### config.mk
export PLATFORM = sky130hd
export DESIGN_NAME = lzc_normalizer
export DESIGN_NICKNAME = d
export VERILOG_FILES = /design/src/rtl/lzc_normalizer_pkg.sv /design/src/rtl/lzc_normalizer_lead_one_detect.sv /design/src/rtl/lzc_normalizer.sv
export SDC_FILE = /design/constraint.sdc
export NUM_CORES = 1
export LEC_CHECK = 0
export CELL_PAD_IN_SITES_DETAIL_PLACEMENT = 0
export CELL_PAD_IN_SITES_GLOBAL_PLACEMENT = 1
export CORE_ASPECT_RATIO = 1.2
export CORE_MARGIN = 2
export CORE_UTILIZATION = 38
export CTS_BUF_LIST = sky130_fd_sc_hd__clkbuf_16
export CTS_CLUSTER_DIAMETER = 60
export DETAILED_ROUTE_END_ITERATION = 8
export PLACE_DENSITY = 0.77
export SLEW_MARGIN = 30
export SYNTH_ARGS = -nofsm -noshare
export SYNTH_HDL_FRONTEND = slang
export SYNTH_SLANG_ARGS = --single-unit
### constraint.sdc
create_clock -name clk -period 1.9 [get_ports clk]
set_input_delay 0.475 -clock clk [delete_from_list [all_inputs] [get_ports clk]]
set_output_delay 0.475 -clock clk [all_outputs]
set_load 0.03 [all_outputs]
### src/rtl/lzc_normalizer_pkg.sv
// Shared defaults and width derivation for the twos_to_float normaliser path.
// The exponent-bias logic derives its shift-field width from the same helper.
package lzc_normalizer_pkg;

    localparam int DEF_IN_W    = 11;
    localparam int DEF_SAT_CNT = 7;

    // Width needed to hold a count of 0..w inclusive.
    function automatic int cnt_width(input int w);
        return $clog2(w + 1);
    endfunction

endpackage

### src/rtl/lzc_normalizer_lead_one_detect.sv
// Combinational leading-one detector: number of zeros above the highest set bit.
// An all-zero input reports IN_W.
module lead_one_detect
    import lzc_normalizer_pkg::*;
#(
    parameter int  IN_W  = DEF_IN_W,
    localparam int CNT_W = cnt_width(IN_W)
) (
    input  logic [IN_W-1:0]  mag,
    output logic [CNT_W-1:0] lz,
    output logic             all_zero
);

    // Scan upward so the highest set bit is the last one to write lz.
    always_comb begin
        lz = CNT_W'(IN_W);
        for (int i = 0; i < IN_W; i++) begin
            if (mag[i]) begin
                lz = CNT_W'(IN_W - 1 - i);
            end
        end
    end

    assign all_zero = ~|mag;

endmodule

### src/rtl/lzc_normalizer.sv
// Two-stage elastic leading-zero count and normalise stage.
// S1 holds the magnitude and its raw count; S2 holds the clamped, shifted result.
module lzc_normalizer
    import lzc_normalizer_pkg::*;
#(
    parameter int  IN_W    = DEF_IN_W,
    parameter int  SAT_CNT = DEF_SAT_CNT,
    localparam int CNT_W   = cnt_width(IN_W)
) (
    input  logic             clk,
    input  logic             rst_n,
    input  logic             in_valid,
    output logic             in_ready,
    input  logic [IN_W-1:0]  in_mag,
    output logic             out_valid,
    input  logic             out_ready,
    output logic [CNT_W-1:0] out_shift,
    output logic [IN_W-1:0]  out_norm,
    output logic             out_zero,
    output logic             out_sat
);

    logic             s1_valid;
    logic [IN_W-1:0]  s1_mag;
    logic [CNT_W-1:0] s1_lz;
    logic             s1_zero;
    logic             s2_valid;

    logic [CNT_W-1:0] lz_c;
    logic             zero_c;
    logic             s1_adv;
    logic             sat_c;
    logic [CNT_W-1:0] shift_c;

    lead_one_detect #(.IN_W(IN_W)) u_lod (
        .mag      (in_mag),
        .lz       (lz_c),
        .all_zero (zero_c)
    );

    assign s1_adv    = !s2_valid || out_ready;
    assign in_ready  = !s1_valid || s1_adv;
    assign out_valid = s2_valid;

    // shift never exceeds lz, so no set bit is pushed past the MSB.
    assign sat_c   = s1_lz > CNT_W'(SAT_CNT);
    assign shift_c = sat_c ? CNT_W'(SAT_CNT) : s1_lz;

    always_ff @(posedge clk) begin
        if (!rst_n) begin
            s1_valid <= 1'b0;
            s1_mag   <= '0;
            s1_lz    <= '0;
            s1_zero  <= 1'b0;
        end else if (in_ready) begin
            s1_valid <= in_valid;
            if (in_valid) begin
                s1_mag  <= in_mag;
                s1_lz   <= lz_c;
                s1_zero <= zero_c;
            end
        end
    end

    always_ff @(posedge clk) begin
        if (!rst_n) begin
            s2_valid  <= 1'b0;
            out_shift <= '0;
            out_norm  <= '0;
            out_zero  <= 1'b0;
            out_sat   <= 1'b0;
        end else if (s1_adv) begin
            s2_valid <= s1_valid;
            if (s1_valid) begin
                out_shift <= shift_c;
                out_norm  <= s1_mag << shift_c;
                out_zero  <= s1_zero;
                out_sat   <= sat_c;
            end
        end
    end

endmodule
[After elaboration in Yosys (flattened, before gate mapping)]
Cells that the tools add are included.
Word-level totals
  register bits after elaboration: 35
  latch bits: 0
  RAM bits: 0
  bits in read-only memories: 0
  output and inout port bits: 19
  word-level logic and storage cells: 31
  memories: 0
Cells by class
  $add $sub $neg: 0
  multipliers: 0
  div/mod/pow operators: 0
  order comparisons: 1
  eq/ne operators: 0
  shift-type cells: 1
  multiplexer cells: 12
  bitwise logic cells: 0
  reductions and logical operators: 8
Operators by type and width (number)
  2-to-1 mux 4 bit: 9
  OR reduction 11 bit: 1
  << shifter 11 x 4 -> 11 bit: 1
  greater-than comparator 4 x 3 -> 1 bit, second input constant: 1
  2-to-1 mux 2 bit: 2
  AND reduction 2 bit: 2
  zero test 1 bit: 3
  logical OR 1 bit: 2
  2-to-1 mux 1 bit: 1

[Logic depth before layout (Yosys ltp)]
  depth in word-level cells: 11
  mapped depth: 6
  depth with buffers taken out: 4

[Hierarchy]
A second synthesis with hierarchy kept.
Second synthesis, totals
  cell total of the unflattened synthesis: 212
  area total of the unflattened synthesis: 1732.9 um^2
By module, submodules not included
  lzc_normalizer: times used 1, cells each 193, area each 1615.3 um^2, seq. area each 700.7 um^2
  lead_one_detect: times used 1, cells each 19, area each 117.6 um^2, seq. area each 0.0 um^2

[Worst setup path before layout]
OpenSTA, ideal clock, no wires.
  kind: register to register
  start point: register s2_valid (netlist: out_valid)
  end point: register s1_mag[4]
  library setup time: 122 ps
  data arrival time: 1548 ps
  slack: 230 ps
  stages on the path, launching flop included: 7
  path buffers: 2
  clock period less this slack: 1670 ps
  path through: dfxtp_1 -> nand3b_1 -> and2_1 -> clkbuf_2 -> buf_2 -> nand2_1 -> a21boi_0
On the way
  cells in the longest elaborated chain, start to end: 4
RTL lines
  start, declared: RTL line lzc_normalizer.sv:27  | logic s2_valid;
  start signal, assigned: RTL line lzc_normalizer.sv:73  | s2_valid <= s1_valid;
  zero test 1 bit: RTL line lzc_normalizer.sv:41  | assign s1_adv = !s2_valid || out_ready;
  logical OR 1 bit: RTL line lzc_normalizer.sv:41
  logical OR 1 bit: RTL line lzc_normalizer.sv:42  | assign in_ready = !s1_valid || s1_adv;
  via in_ready: RTL line lzc_normalizer.sv:13  | output logic in_ready,
  AND reduction 2 bit (no source line)
  end signal, assigned: RTL line lzc_normalizer.sv:58  | s1_mag <= in_mag;
  end, declared: RTL line lzc_normalizer.sv:24  | logic [IN_W-1:0] s1_mag;
The timed path passes the listed nets, and every way through them passes these cells.
A chain may end at the register's enable or synchronous reset.

[Final worst setup path]
  start point: input port in_mag[9]
  end point: register s1_zero
On the way
  cells in the longest elaborated chain, start to end: 2
RTL lines
  start, declared: RTL line lzc_normalizer.sv:14  | input logic [IN_W-1:0] in_mag,
  OR reduction 11 bit: RTL line lzc_normalizer_lead_one_detect.sv:24  | assign all_zero = ~|mag;
  zero test 1 bit: RTL line lzc_normalizer_lead_one_detect.sv:24
  end signal, assigned: RTL line lzc_normalizer.sv:60  | s1_zero <= zero_c;
  end, declared: RTL line lzc_normalizer.sv:26  | logic s1_zero;
Every way passes these cells.

==> out/results.txt <==
The count of input and output buffers is 33, and the combined buffer and inverter count along the critical path is 1. The floorplan step defined a die boundary enclosing 5133 µm². Of the total power, the share spent switching nets is 24.80%. After synthesis, the share of flip-flops with an asynchronous set or reset is 0%. In this run the number of H-tree levels came out at 2. The tools report the total length of routed wires as 4.112 mm.

Using the TritonRoute via totals, the vias-per-cell ratio works out to 5.249. The root buffer cell chosen for the clock tree is sky130_fd_sc_hd__clkbuf_16. After routing, the total negative slack on setup checks comes to 0 ns.

The cell family contributing the most delay on the critical path is simple AND/OR/NAND/NOR gates. The via count of the first global-routing pass was 1518; the static power due to leakage was 0.0009512 µW. The longest clock path from root to sink contains 2 buffers. The first detailed-routing pass took 4 iterations. After the last flow step, the layout net total stands at 259.

The sequential share of power came out at 42.9%. The number of endpoints with negative hold slack in the final report is 0, and the required time of the critical path is 2.12 ns. The run gives 70 as the initial detailed-routing violation count. The minimum setup slack after placement was -0.2146 ns; the maximum cell stage delay along the critical path was 0.51 ns. The flow ran to the end, and the final reports show no timing, DRC or antenna violations. The final critical-path required period is 1.796 ns, and the sequential fraction of the synthesis area is 40.32%. Detailed placement ended at an HPWL of 3.125 mm. Per report_power, the clock group accounts for 41.2% of the total.

In this run the core area contains 26 standard-cell rows. In the final layout, the share of cells above drive strength 1 is 18.37%. The number of violations of the max-capacitance limit was 0; the net load switching power was 459.5 µW. The number of buffers created by CTS was 5; the count of inserted antenna diode cells was 0.

Walking the worst path, the cells encountered are clkdlybuf4s50_1 > or4_4 > nor4b_4 > nand4b_1 > a21boi_1. TritonCTS built the clock tree. After technology mapping, the gate count stands at 196. When the netlist entered floorplanning its net count stood at 211. The path class of the tightest hold or removal check is flop to flop.

The logs give 0 for the number of antenna violations at the first check in global routing and 556.8 MHz for the maximum frequency from static timing analysis. The post-route clock period utilization came out at 94.52%. For this run, the total global-route usage over all layers was measured as 17.61%.

The tools report the final weighted congestion in routability-driven placement as 0.8025. The area of the placeable core came out at 4327 µm². The run gives 55.67% as the final standard cell utilization of the core.

Setup violations remaining at the end of the flow were counted as 0. The most used flip-flop cell after synthesis was sky130_fd_sc_hd__dfxtp_1. Effective utilization at floorplan: 40.17%.

The worst pin sits at a relative slew slack of 69.37%. The horizontal die dimension came out at 65.74 µm. The first global-routing pass estimated 6.989 mm of wire.

The final route contains 1580 vias. The number of placed instances, taps included, is 293. At the pin with the least slew margin, the transition time is 0.4589 ns.

From synthesis to final layout, the design area changed by 38.59%. The run gives 2409 µm² as the final instance area. Final cell count without fillers: 301.

During I/O placement, the number of pins put on the boundary was 34. Per report_power, the combinational group accounts for 15.9% of the total. The run gives 0 as the global route total overflow.

The category of the most critical setup path was primary input to flop. The warning count from the yosys run came out at 0. The run gives 35 as the number of clock sinks. STA classifies the critical path startpoint as a primary input. Setup repair after global routing left no endpoint under its margin.

At the later pin of the worst-skew pair, clock insertion delay measures 0.28 ns. In this run the power density over the cells is 769.3 nW/µm². The total DRC errors in the routed layout came out at 0. The slowest stage of the critical path is the sky130_fd_sc_hd__or4_4 cell.

The summed instance area of the synthesized netlist came out at 1738 µm². The critical path capture point type was a flop. The count of nets left with antenna violations once routing finished came out at 0. Across the VDD grid, the largest voltage drop is 364.9 µV. The logs give 0.1041 ns for the slack of the critical path and 42 for the distinct cell type count of the synthesized netlist. The run gives 38 as the largest net degree at the start of global routing. The clock arrives with 0.004803 ns of skew. The max-slew violation count is 0.

Number of flops mapped to enable cells by yosys: 0. After clock tree synthesis, the clock-pin slew on the worst setup and hold paths is 0.05 ns. The internal portion of the total power is 1393 µW. The average size of a mapped cell came out at 8.867 µm². In this run, synthesis produced a sequential element count of 35. Critical path arrival: 2.01 ns. Of all nets on the critical path, the largest fanout is 2. Wire length per cell: 13.66 µm.

The instance area at placement was 2266 µm². In this run the vertical extent of the chip is 78.08 µm.
Yosys cell counts (2+ instances only):
cell                       number  area share (%)
sky130_fd_sc_hd__a22oi_1        2            0.86
sky130_fd_sc_hd__clkbuf_1       4            0.86
sky130_fd_sc_hd__nor2_2         2            0.72
sky130_fd_sc_hd__and2_1         2            0.72
sky130_fd_sc_hd__o21ai_0        8             2.3
sky130_fd_sc_hd__o22ai_1        2            0.72
sky130_fd_sc_hd__nand3_1        5             1.4
sky130_fd_sc_hd__mux2_2         4             2.6
sky130_fd_sc_hd__o211a_1        3             1.7
sky130_fd_sc_hd__nand4_1        3             1.1
sky130_fd_sc_hd__dfxtp_1       35              40
sky130_fd_sc_hd__mux4_2         5             6.5
sky130_fd_sc_hd__mux2i_1        3             1.7
sky130_fd_sc_hd__nand3b_1       2            0.86
sky130_fd_sc_hd__a21boi_1       9             3.9
sky130_fd_sc_hd__nor2_1         8             1.7
sky130_fd_sc_hd__inv_1          5             1.1
sky130_fd_sc_hd__nand2_1       42             9.1
sky130_fd_sc_hd__or2_2          2            0.72
sky130_fd_sc_hd__a21oi_1        3            0.86
sky130_fd_sc_hd__and3_1         2            0.72
sky130_fd_sc_hd__buf_2          6             1.7
sky130_fd_sc_hd__a21boi_0      13             5.6
sky130_fd_sc_hd__a31oi_1        3             1.1
sky130_fd_sc_hd__buf_4          3             1.3
sky130_fd_sc_hd__nor2b_1        4             1.4
sequential cells by signal, summed over array words and instances, names as in the netlist:
signal / count
out_norm: 11
s1_mag: 11
out_sat: 1
s1_zero: 1
s1_valid: 1
out_zero: 1
out_valid: 1
out_shift: 4
s1_lz: 4
worst paths after layout:
kind / from / to / cells past startpoint / slack, ns
max: in_mag[9] / s1_zero / 5 / 0.10
min reg2reg: out_zero / out_zero / 2 / 0.46
min: out_zero / out_zero / 2 / 0.46
max reg2reg: s1_lz[3] / out_norm[8] / 4 / 0.26
metal layers:
| metal | share of wire [%] | up-vias | GRT usage [%] |
|---|---|---|---|
| met5 | 0 | - | 0 |
| met4 | 1.9 | 0 | 7.917 |
| met3 | 4.0 | 6 | 3.152 |
| met2 | 52 | 43 | 30.91 |
| met1 | 42 | 736 | 20.45 |
| li1 | - | 795 | - |
cell usage in the layout, fill, tap and decap left out, types with 2 or more instances in the layout:
| master | count |
|---|---|
| sky130_fd_sc_hd__buf_12 | 3 |
| sky130_fd_sc_hd__nand2_1 | 42 |
| sky130_fd_sc_hd__nand3b_1 | 2 |
| sky130_fd_sc_hd__o21ai_0 | 8 |
| sky130_fd_sc_hd__clkbuf_16 | 5 |
| sky130_fd_sc_hd__nand4_1 | 3 |
| sky130_fd_sc_hd__o22ai_1 | 2 |
| sky130_fd_sc_hd__a31oi_1 | 3 |
| sky130_fd_sc_hd__a21oi_1 | 3 |
| sky130_fd_sc_hd__inv_1 | 7 |
| sky130_fd_sc_hd__a22oi_1 | 2 |
| sky130_fd_sc_hd__nor2b_1 | 4 |
| sky130_fd_sc_hd__and3_1 | 2 |
| sky130_fd_sc_hd__a21boi_1 | 9 |
| sky130_fd_sc_hd__dfxtp_1 | 35 |
| sky130_fd_sc_hd__mux2i_1 | 3 |
| sky130_fd_sc_hd__nor2_1 | 8 |
| sky130_fd_sc_hd__o211a_1 | 3 |
| sky130_fd_sc_hd__dlymetal6s2s_1 | 2 |
| sky130_fd_sc_hd__nand3_1 | 5 |
| sky130_fd_sc_hd__mux2_2 | 4 |
| sky130_fd_sc_hd__clkdlybuf4s50_1 | 30 |
| sky130_fd_sc_hd__a21boi_0 | 13 |
| sky130_fd_sc_hd__buf_4 | 20 |
| sky130_fd_sc_hd__mux4_2 | 5 |
| sky130_fd_sc_hd__nor2_2 | 2 |
| sky130_fd_sc_hd__or2_2 | 2 |
| sky130_fd_sc_hd__and2_1 | 2 |
layout make-up:
type,count,area [µm²]
Tap cell,56,70.07
Sequential cell,35,700.7
Multi-Input combinational cell,142,945.9
Fill cell,409,1918
Clock buffer,5,125.1
Inverter,5,18.77
Clock inverter,3,12.51
Timing Repair Buffer,55,535.5
power by group through the flow:
| stage | sequential [µW] | combinational [µW] | clock (µW) |
|---|---|---|---|
| global route | 800 | 320 | 811 |
| CTS | 795 | 298 | 770 |
| floorplan | 834 | 134 | 0 |
| global placement | 809 | 291 | 0 |
| detailed placement | 811 | 297 | 0 |
| finish | 796 | 295 | 763 |
through the flow:
stage | hold slack (ns) | total power [µW]
5_1_grt | 0.4933 | 1930
6_report | 0.4601 | 1853
3_5_place_dp | 0.4556 | 1107
2_1_floorplan | 0.4310 | 968.6
3_3_place_gp | 0.4481 | 1100
4_1_cts | 0.4624 | 1864
tightest hold or removal path: stages (launching register included):
cell and delay [ns]:
sky130_fd_sc_hd__dfxtp_1 0.31, sky130_fd_sc_hd__nand2_1 0.05, sky130_fd_sc_hd__a21boi_1 0.05
repair_timing:
| item | in CTS | in global routing |
|---|---|---|
| buffers inserted | 0 | 1 |
| hold buffers | 0 | 0 |
| gates resized for setup | 0 | 2 |
| setup endpoints to repair | 0 | 2 |
| hold endpoints to repair | 0 | 0 |
logic make-up (layout without fill, tap and decap cells):
kind of cell	Yosys count	count (layout)	share of synthesized area, %
buffers and inverters	19	68	5.255
AOI/OAI and AO/OA	53	53	21.81
muxes	12	12	10.80
DFF	35	35	40.32
and+or+nand+nor	77	77	21.81
No activity file was read; power rests on OpenSTA's default activity.
